<file path="src/rtl/uart_hex_printer.sv">
// uart_hex_printer: prints (reg, data) requests as "R<idx>:<hex>" LF CR through a UART TX FIFO; passes UART RX bytes through.
// Define UART_HEX_PRINTER_ZSUP_EN to suppress leading zero data digits (the last digit always prints).

module uart_fifo #(
  parameter int W     = 8,
  parameter int DEPTH = 16
) (
  input  logic         clk,
  input  logic         rst,
  input  logic         i_wr,
  input  logic [W-1:0] i_din,
  input  logic         i_rd,
  output logic [W-1:0] o_dout,
  output logic         o_full,
  output logic         o_empty
);
  localparam int AW = $clog2(DEPTH);
  logic [W-1:0] r_mem [DEPTH];
  logic [AW:0]  r_wptr, r_rptr;

  assign o_empty = (r_wptr == r_rptr);
  assign o_full  = (r_wptr[AW] != r_rptr[AW]) && (r_wptr[AW-1:0] == r_rptr[AW-1:0]);

  always_ff @(posedge clk) begin
    if (i_wr && !o_full) r_mem[r_wptr[AW-1:0]] <= i_din;
  end

  // Registered read: o_dout holds the popped word from the cycle after i_rd.
  always_ff @(posedge clk) begin
    if (rst) begin
      r_wptr <= '0;
      r_rptr <= '0;
      o_dout <= '0;
    end else begin
      if (i_wr && !o_full) r_wptr <= r_wptr + (AW+1)'(1);
      if (i_rd && !o_empty) begin
        o_dout <= r_mem[r_rptr[AW-1:0]];
        r_rptr <= r_rptr + (AW+1)'(1);
      end
    end
  end
endmodule

module uart_core #(
  parameter int CLKS_PER_BIT = 16
) (
  input  logic       clk,
  input  logic       rst,
  input  logic       i_rx,
  output logic       o_tx,
  input  logic       i_transmit,
  input  logic [7:0] i_tx_byte,
  output logic       o_tx_active,
  output logic       o_received,
  output logic [7:0] o_rx_byte
);
  localparam int CW = $clog2(CLKS_PER_BIT);
  logic [9:0]    r_tx_sr;
  logic [3:0]    r_tx_bits, r_rx_bit;
  logic [CW-1:0] r_tx_clk, r_rx_clk;
  logic          r_tx_active, r_rx_meta, r_rx_sync, r_rx_busy;
  logic [7:0]    r_rx_sr;

  assign o_tx        = r_tx_active ? r_tx_sr[0] : 1'b1;
  assign o_tx_active = r_tx_active;

  always_ff @(posedge clk) begin
    if (rst) begin
      r_tx_active <= 1'b0;
      r_tx_sr     <= '1;
      r_tx_bits   <= '0;
      r_tx_clk    <= '0;
    end else if (!r_tx_active) begin
      if (i_transmit) begin
        r_tx_sr     <= {1'b1, i_tx_byte, 1'b0};
        r_tx_active <= 1'b1;
        r_tx_clk    <= CW'(CLKS_PER_BIT-1);
        r_tx_bits   <= '0;
      end
    end else if (r_tx_clk != '0) begin
      r_tx_clk <= r_tx_clk - CW'(1);
    end else begin
      r_tx_clk  <= CW'(CLKS_PER_BIT-1);
      r_tx_sr   <= {1'b1, r_tx_sr[9:1]};
      r_tx_bits <= r_tx_bits + 4'd1;
      if (r_tx_bits == 4'd9) r_tx_active <= 1'b0;
    end
  end

  // RX samples mid-bit; a start bit that is high again at its centre is treated as a glitch.
  always_ff @(posedge clk) begin
    if (rst) begin
      r_rx_meta  <= 1'b1;
      r_rx_sync  <= 1'b1;
      r_rx_busy  <= 1'b0;
      r_rx_clk   <= '0;
      r_rx_bit   <= '0;
      r_rx_sr    <= '0;
      o_rx_byte  <= '0;
      o_received <= 1'b0;
    end else begin
      r_rx_meta  <= i_rx;
      r_rx_sync  <= r_rx_meta;
      o_received <= 1'b0;
      if (!r_rx_busy) begin
        if (!r_rx_sync) begin
          r_rx_busy <= 1'b1;
          r_rx_clk  <= CW'(CLKS_PER_BIT/2 - 1);
          r_rx_bit  <= '0;
        end
      end else if (r_rx_clk != '0) begin
        r_rx_clk <= r_rx_clk - CW'(1);
      end else begin
        r_rx_clk <= CW'(CLKS_PER_BIT-1);
        r_rx_bit <= r_rx_bit + 4'd1;
        if (r_rx_bit == 4'd0) begin
          if (r_rx_sync) r_rx_busy <= 1'b0;
        end else if (r_rx_bit == 4'd9) begin
          r_rx_busy <= 1'b0;
          if (r_rx_sync) begin
            o_received <= 1'b1;
            o_rx_byte  <= r_rx_sr;
          end
        end else begin
          r_rx_sr <= {r_rx_sync, r_rx_sr[7:1]};
        end
      end
    end
  end
endmodule

module uart_hex_printer #(
  parameter int DATA_W       = 32,
  parameter int REG_W        = 2,
  parameter int CLKS_PER_BIT = 16,
  parameter int FIFO_DEPTH   = 16
) (
  input  logic              clk,
  input  logic              rst,
  input  logic              i_req_valid,
  output logic              o_req_ready,
  input  logic [REG_W-1:0]  i_req_reg,
  input  logic [DATA_W-1:0] i_req_data,
  output logic              o_busy,
  output logic              o_done,
  output logic              o_tx,
  input  logic              i_rx,
  output logic [7:0]        o_rx_data,
  output logic              o_rx_valid
);
  localparam int INIB  = (REG_W + 3) / 4;
  localparam int DNIB  = (DATA_W + 3) / 4;
  localparam int MAXN  = (INIB > DNIB) ? INIB : DNIB;
  localparam int CNT_W = $clog2(MAXN) + 1;

  typedef enum logic [2:0] {
    S_IDLE, S_PRINT_R, S_PRINT_IDX, S_PRINT_COLON, S_PRINT_DATA, S_PRINT_LF, S_PRINT_CR
  } state_t;

  state_t            r_state, w_state_nx;
  logic [CNT_W-1:0]  r_cnt, w_cnt_nx;
  logic [4*INIB-1:0] r_idx_sr, w_idx_nx;
  logic [4*DNIB-1:0] r_data_sr, w_data_nx;
  logic              r_rd_z, w_fifo_wr, w_fifo_rd, w_fifo_full, w_fifo_empty, w_tx_active, w_skip;
  logic [7:0]        w_fifo_din, w_fifo_dout;
  logic [3:0]        w_idx_nib, w_data_nib;

  function automatic logic [7:0] hex(input logic [3:0] n);
    return (n < 4'd10) ? (8'h30 + {4'h0, n}) : (8'h37 + {4'h0, n});
  endfunction

  assign o_req_ready = (r_state == S_IDLE);
  assign o_busy      = (r_state != S_IDLE);
  assign w_idx_nib   = r_idx_sr[4*INIB-1 -: 4];
  assign w_data_nib  = r_data_sr[4*DNIB-1 -: 4];

`ifdef UART_HEX_PRINTER_ZSUP_EN
  logic r_lead, w_lead_nx;
  assign w_skip = r_lead && (w_data_nib == 4'h0) && (r_cnt != CNT_W'(DNIB-1));
`else
  assign w_skip = 1'b0;
`endif

  always_ff @(posedge clk) begin
    if (rst) begin
      r_state   <= S_IDLE;
      r_cnt     <= '0;
      r_idx_sr  <= '0;
      r_data_sr <= '0;
      r_rd_z    <= 1'b0;
`ifdef UART_HEX_PRINTER_ZSUP_EN
      r_lead    <= 1'b0;
`endif
    end else begin
      r_state   <= w_state_nx;
      r_cnt     <= w_cnt_nx;
      r_idx_sr  <= w_idx_nx;
      r_data_sr <= w_data_nx;
      r_rd_z    <= w_fifo_rd;
`ifdef UART_HEX_PRINTER_ZSUP_EN
      r_lead    <= w_lead_nx;
`endif
    end
  end

  // Every printing state writes one byte and advances only when the FIFO takes it.
  always_comb begin
    w_state_nx = r_state;
    w_cnt_nx   = r_cnt;
    w_idx_nx   = r_idx_sr;
    w_data_nx  = r_data_sr;
    w_fifo_wr  = 1'b0;
    w_fifo_din = 8'h00;
    o_done     = 1'b0;
`ifdef UART_HEX_PRINTER_ZSUP_EN
    w_lead_nx  = r_lead;
`endif
    case (r_state)
      S_IDLE: begin
        if (i_req_valid) begin
          w_state_nx = S_PRINT_R;
          w_cnt_nx   = '0;
          w_idx_nx   = (4*INIB)'(i_req_reg);
          w_data_nx  = (4*DNIB)'(i_req_data);
`ifdef UART_HEX_PRINTER_ZSUP_EN
          w_lead_nx  = 1'b1;
`endif
        end
      end
      S_PRINT_R: begin
        w_fifo_din = 8'h52;
        w_fifo_wr  = !w_fifo_full;
        if (!w_fifo_full) w_state_nx = S_PRINT_IDX;
      end
      S_PRINT_IDX: begin
        w_fifo_din = hex(w_idx_nib);
        w_fifo_wr  = !w_fifo_full;
        if (!w_fifo_full) begin
          w_idx_nx = r_idx_sr << 4;
          w_cnt_nx = r_cnt + CNT_W'(1);
          if (r_cnt == CNT_W'(INIB-1)) begin
            w_state_nx = S_PRINT_COLON;
            w_cnt_nx   = '0;
          end
        end
      end
      S_PRINT_COLON: begin
        w_fifo_din = 8'h3A;
        w_fifo_wr  = !w_fifo_full;
        if (!w_fifo_full) w_state_nx = S_PRINT_DATA;
      end
      S_PRINT_DATA: begin
        w_fifo_din = hex(w_data_nib);
        w_fifo_wr  = !w_fifo_full && !w_skip;
        if (!w_fifo_full || w_skip) begin
          w_data_nx = r_data_sr << 4;
          w_cnt_nx  = r_cnt + CNT_W'(1);
`ifdef UART_HEX_PRINTER_ZSUP_EN
          w_lead_nx = w_skip;
`endif
          if (r_cnt == CNT_W'(DNIB-1)) begin
            w_state_nx = S_PRINT_LF;
            w_cnt_nx   = '0;
          end
        end
      end
      S_PRINT_LF: begin
        w_fifo_din = 8'h0A;
        w_fifo_wr  = !w_fifo_full;
        if (!w_fifo_full) w_state_nx = S_PRINT_CR;
      end
      S_PRINT_CR: begin
        w_fifo_din = 8'h0D;
        w_fifo_wr  = !w_fifo_full;
        o_done     = !w_fifo_full;
        if (!w_fifo_full) w_state_nx = S_IDLE;
      end
      default: w_state_nx = S_IDLE;
    endcase
  end

  // r_rd_z blocks a second pop in the cycle before the UART raises tx_active.
  assign w_fifo_rd = !w_fifo_empty && !w_tx_active && !r_rd_z;

  uart_fifo #(.W(8), .DEPTH(FIFO_DEPTH)) u_fifo (
    .clk(clk), .rst(rst), .i_wr(w_fifo_wr), .i_din(w_fifo_din), .i_rd(w_fifo_rd),
    .o_dout(w_fifo_dout), .o_full(w_fifo_full), .o_empty(w_fifo_empty)
  );

  uart_core #(.CLKS_PER_BIT(CLKS_PER_BIT)) u_uart (
    .clk(clk), .rst(rst), .i_rx(i_rx), .o_tx(o_tx), .i_transmit(r_rd_z),
    .i_tx_byte(w_fifo_dout), .o_tx_active(w_tx_active), .o_received(o_rx_valid),
    .o_rx_byte(o_rx_data)
  );
endmodule

</file>
<file path="config.mk">
export PLATFORM = sky130hd
export DESIGN_NAME = uart_hex_printer
export DESIGN_NICKNAME = d
export VERILOG_FILES = /design/src/rtl/uart_hex_printer.sv
export SDC_FILE = /design/constraint.sdc
export NUM_CORES = 1
export LEC_CHECK = 0
export ABC_AREA = 1
export CORE_ASPECT_RATIO = 0.75
export CORE_UTILIZATION = 60
export DETAILED_ROUTE_END_ITERATION = 8
export GPL_TIMING_DRIVEN = 0
export PLACE_DENSITY = 0.8
export SLEW_MARGIN = 10
export SYNTH_ARGS = -nofsm -noshare
export SYNTH_HDL_FRONTEND = slang
export SYNTH_SLANG_ARGS = --single-unit
</file>
<file path="constraint.sdc">
create_clock -name clk -period 2.5 [get_ports clk]
set_input_delay 0.5 -clock clk [delete_from_list [all_inputs] [get_ports clk]]
set_output_delay 0.5 -clock clk [all_outputs]
set_load 0.02 [all_outputs]
</file>
# Word-level counts from Yosys, hierarchy flattened
# Memory sizes are Yosys's and may differ from the RTL's. A register that Yosys moved wholly into a read port is not among the register bits.
# Cells that the tools add are included.
dict set report op_classes {
  n_addsub 11
  multipliers 0
  n_div 0
  magnitude_cmp 2
  eq_ne 24
  shifts 0
  muxes 55
  bitwise_logic 4
  reduce_logical 29
}
# operator n
set op_table {}
lappend op_table {{$mux W4} 19}
lappend op_table {{$mux W32} 2}
lappend op_table {{$pmux W32 S2} 1}
lappend op_table {{$pmux W7 S6} 1}
lappend op_table {{$mux W10} 3}
lappend op_table {{$add A6 B4 Y7 const A} 4}
lappend op_table {{$mux W3} 9}
lappend op_table {{$ne A2 B2 Y1 const B} 12}
lappend op_table {{$pmux W3 S7} 1}
lappend op_table {{$mux W1} 15}
lappend op_table {{$mux W7} 2}
lappend op_table {{$add A4 B1 Y4 const B} 3}
lappend op_table {{$pmux W4 S3} 1}
lappend op_table {{$add A5 B1 Y5 const B} 2}
lappend op_table {{$eq A3 B3 Y1 const B} 3}
lappend op_table {{$reduce_and A9 Y1} 1}
lappend op_table {{$eq A4 B4 Y1 const B} 2}
lappend op_table {{$logic_not A4 Y1} 2}
lappend op_table {{$lt A4 B4 Y1 const B} 2}
lappend op_table {{$pmux W4 S2} 1}
lappend op_table {{$reduce_and A4 Y1} 2}
lappend op_table {{$reduce_bool A4 Y1} 2}
lappend op_table {{$sub A4 B1 Y4 const B} 2}
lappend op_table {{$eq A3 B2 Y1 const B} 2}
lappend op_table {{16 further kinds} 31}
dict set report totals {
  regBits 109
  latch_bits 0
  ram_bits 112
  mem_bits_ro 0
  input_bits 38
  output_inout_bits 13
  memories 1
}
# name depth word_bits rd rd_ports_with_merged_regs wr line_no
set memory_table {}
lappend memory_table {u_fifo.r_mem 16 7 1 1 1 18} ;# logic [W-1:0] r_mem [DEPTH];

# Depth between registers and ports, before layout
dict set report logic_depth {
  depth_word 7
  ltp_mapped 12
  ltp_nobuf 11
}

# Cells and area by module
# Synthesis repeated with hierarchy kept, for this count alone.
dict set report hier_totals {
  cells_unflattened 1240
  area_unflattened_um2 10682.7
}
# module instances cells_per_inst area_per_inst_um2
set modules_own_cells {}
lappend modules_own_cells {uart_fifo 1 646 6372.4}
lappend modules_own_cells {uart_hex_printer 1 302 2184.6}
lappend modules_own_cells {uart_core 1 292 2125.8}

# Least setup slack after synthesis
# No wires, ideal clock.
dict set report synth_path {
  kind {reg2reg}
  startpoint {reg r_state[1]}
  endpoint {mem u_fifo.r_mem[0][0] (netlist bit), data pin}
  setup_ps 330
  arrival_time_ps 1852
  required_ps 2170
  setup_slack_ps 318
  stages_incl_launch_ff 9
  path_buffers 3
  path_cell_list {dfxtp_1 > buf_2 > nor2_4 > nand2_1 > inv_1 > buf_4 > buf_2 > o21ai_0 > o21ai_0}
}
dict set report synth_via {
  elab_chain_cells 2
}
# element line_no
set synth_lines {}
lappend synth_lines {{start, declared} 160} ;# state_t r_state, w_state_nx;
lappend synth_lines {{start signal, assigned} 195} ;# r_state <= w_state_nx;
lappend synth_lines {{$eq A3 B3 Y1 (tied with other cells)} 218} ;# case (r_state)
lappend synth_lines {{$pmux W7 S6 *} 218}
lappend synth_lines {{named net u_fifo.i_din[0]} 11} ;# input logic [W-1:0] i_din,
lappend synth_lines {{end, declared} 18}
# The timed path passes the listed nets; every way through them passes the cells marked *.

# Worst setup path in the final report
dict set report layout_path {
  startpoint {reg u_fifo.r_wptr[1]}
  endpoint {out o_done}
}
dict set report layout_via {
  elab_chain_cells 4
}
# element line_no
set layout_lines {}
lappend layout_lines {{start, declared} 19} ;# logic [AW:0] r_wptr, r_rptr;
lappend layout_lines {{start signal, assigned} 35} ;# if (i_wr && !o_full) r_wptr <= r_wptr + (AW+1)'(1);
lappend layout_lines {{$eq A4 B4 Y1} 22} ;# assign o_full = (r_wptr[AW] != r_rptr[AW]) && (r_wptr[AW-1:0] == r_rptr[AW-1:0]);
lappend layout_lines {{$logic_and A1 B1 Y1} 22}
lappend layout_lines {{$logic_not A1 Y1} 275} ;# o_done = !w_fifo_full;
lappend layout_lines {{$mux W1} 218}
lappend layout_lines {{end, declared} 145} ;# output logic o_done,
# Every way passes these cells.

==> results.py <==
metrics = {
    "outcome": {
        "status": "complete, no violations",
    },
    "place": {
        "gp_congestion": 0.876,
        "pre_cts_ws_ns": -0.0655,
        "io_buffer_count": 49,
        "dp_hpwl_um": 15300,
    },
    "routing": {
        "firstDrtPassIters": 6,
        "vias": 7664,
        "drc": 0,
        "postRouteAntennaNets": 0,
        "wl_per_cell_um": 16.6,
        "drt-initial-drc-count": 842,
        "vias_per_cell": 5.68,
        "routed_wirelength_um": 22400,
    },
    "global_routing": {
        "antenna_found_initial": 0,
        "first_global_vias": 7193,
        "overflow": 0,
        "track_usage_pct": 28.3,
        "grt_pass1_wl_um": 36300,
        "grt_max_degree": 17,
    },
    "sta": {
        "slew_viol_final": 0,
        "post-route-period-util_pct": 97.8,
        "fin_crit_ns": 2.44,
        "setup_viol": 0,
        "fin_setup_tns_ns": 0,
        "worst_pin_slew_ns": 0.868,
        "fin_skew_ns": 0.0165,
        "fmax_mhz": 409,
        "setup_slack_ns": 0.0557,
        "hold_slack_ns": 0.355,
        "slew_headroom_pct": 42.1,
        "finalHoldViolations": 0,
    },
    "power": {
        "leakagePower_nw": 4.37,
        "powerDensity_nw_per_um2": 1080,
        "fin_total_pwr_mw": 11.7,
        "peakVddDrop_mv": 0.578,
    },
    "clocking": {
        "cts_made_buffers": 21,
        "cts_buffer_depth": 3,
        "cts_root_buf": "clkbuf_16",
        "clock_sinks": 217,
        "htree_levels": 1,
        "cts_hold_buf": 0,
        "clk_latency_ns": 0.50,
        "cts_tree": "done",
        "cts.clk_slew.worst_paths_ns": 0.07,
    },
    "synth": {
        "synth_edf_count": 112,
        "synth_area_leader_cell": "edfxtp_1",
        "synth_common_cells": "nand2_1 (196), nor2_1 (195), o21ai_0 (123)",
        "synth_top_area_share_pct": 35.7,
        "synth.avg_cell_area_um2": 8.95,
        "synthFlopType": "edfxtp_1",
        "ys_async_sr_fraction_pct": 0,
        "yosysMostFrequentCell": "nand2_1",
        "synth_cells": 1053,
        "syn_nets": 1107,
        "ys_seq_area_share_pct": 58.0,
        "yosysWarnings": 0,
        "ys_ff_latch": 217,
        "synth_area_um2": 9420,
        "synthDistinctLibCells": 40,
        "yosys-top-cells-area": "edfxtp_1 (36%), dfxtp_1 (22%), nand2_1 (7.8%)",
    },
    "critical_path": {
        "critPathKind": "register to output pin",
        "required_ns": 2.00,
        "cp-start-kind": "register",
        "path_max_fanout": 5,
        "arrival_ns": 1.94,
        "end_kind": "output pin",
        "reg2reg_depth": 9,
    },
    "floorplan": {
        "initial_core_util_pct": 61.7,
        "die_h_um": 111,
        "die_width_um": 147,
        "coreArea_um2": 15300,
        "std_cell_rows": 39,
        "die_area_um2": 16200,
        "pin_count": 51,
    },
    "final_layout": {
        "n_fill_cell": 1146,
        "multi_input_area_um2": 3430,
        "fin_nets": 1184,
        "seqCellArea_um2": 5470,
        "n_antenna_cell": 0,
        "drive_gt1_share_pct": 7.87,
        "syn_to_final_growth_pct": 15.6,
    },
    "job": {
        "cap_violations": 0,
    },
    "min_path": {
        "holdPathStages": 2,
        "min_path_type": "input port to register",
    },
}
## cell families (layout without fill, tap and decap cells)
logic type / after synthesis / count (layout) / synth area share, %
flip-flops: 217 / 217 / 58.0
adder cells (fa/ha/maj): 16 / 16 / 2.12
buffers and inverters: 132 / 223 / 5.92
AO/OA/AOI/OAI: 225 / 225 / 13.4
AND/OR/NAND/NOR: 453 / 453 / 19.6
XOR/XNOR: 10 / 10 / 0.929
## sequential cells by signal, indices dropped and copies added, names as in the netlist, 2 cells and up
register          count
r_cnt                 4
u_uart.r_rx_bit       4
u_fifo.r_wptr         5
u_uart.r_rx_sr        8
u_uart.r_tx_bits      4
u_uart.r_tx_sr        9
u_fifo.r_mem        112
r_idx_sr              2
u_fifo.o_dout         7
r_data_sr            32
u_uart.r_rx_clk       4
u_uart.r_tx_clk       4
r_state               3
u_uart.o_rx_byte      8
u_fifo.r_rptr         5
## routing by layer
| layer | wire length (um) | up-vias | track usage, % |
|---|---|---|---|
| met5 | 0 | - | 0 |
| met4 | 345 | 0 | 5.83 |
| met3 | 2340 | 35 | 6.78 |
| met2 | 9610 | 350 | 41.8 |
| met1 | 10100 | 3598 | 42.3 |
| li1 | - | 3681 | - |
## stage by stage
stage / cell area [um2] / util [%] / std cells
after global placement: 10200 / 66.6 / 1307
after floorplan: 9420 / - / 1053
after global routing: 10900 / 71.3 / 1349
after detailed placement: 10200 / 66.8 / 1310
after CTS: 10900 / 71.0 / 1347
final: 10900 / 71.3 / 1349
## report_power, final
| part | internal (mW) | total [mW] | switching [mW] |
|---|---|---|---|
| Combinational | 1.21 | 3.92 | 2.71 |
| Sequential | 4.55 | 4.84 | 0.292 |
| Clock | 1.67 | 2.97 | 1.30 |
| Total | 7.43 | 11.7 | 4.30 |
## worst paths after layout
kind                                            to  slack (ns)             start
worst min-delay path              u_uart.r_rx_sync        0.35               rst
worst max-delay path                        o_done        0.06  u_fifo.r_wptr[1]
worst min register to register    u_uart.r_rx_sync        0.41  u_uart.r_rx_meta
worst max register to register  u_fifo.r_mem[7][2]        0.13        r_state[1]
## worst max-delay path, cell delays in order (launching register included)
cell	delay, ns
dfxtp_1	0.43
inv_1	0.14
nand2_1	0.08
nand2_1	0.09
nor2_4	0.13
nand3_4	0.12
nand2_2	0.10
inv_1	0.04
dlygate4sd2_1	0.31
## cell usage in the layout (no fill, tap or decap), drive strengths merged, types with 2 or more instances in the layout
cell,n
nand4,10
dlymetal6s2s,2
nand2,204
xnor2,4
clkinv,6
clkbuf,58
nand3,33
nor3,4
xor2,6
a31oi,2
or2,2
o21ai,127
a21oi,43
o211ai,26
a221oi,3
ha,16
inv,80
edfxtp,112
clkdlybuf4s50,46
nor2,199
o22ai,18
buf,30
dfxtp,105
## final cells by class
| cell class | count | share of cell area (%) |
|---|---|---|
| flip-flops and latches | 217 | 50.2 |
| multi-input cells | 704 | 31.5 |
| clock buffers | 32 | 5.57 |
| repair buffers | 54 | 4.95 |
| inverters | 81 | 2.79 |
| plain buffers | 51 | 2.37 |
| well taps | 205 | 2.36 |
| clock inverters | 5 | 0.207 |
## timing repair
| item | 4_1_cts | 5_1_grt |
|---|---|---|
| pin swaps | 2 | 0 |
| gates cloned | 0 | 0 |
| resized for setup | 5 | 7 |
| setup endpoints to repair | 17 | 26 |
| buffers inserted | 0 | 2 |
(Power assumes the default switching activity.)
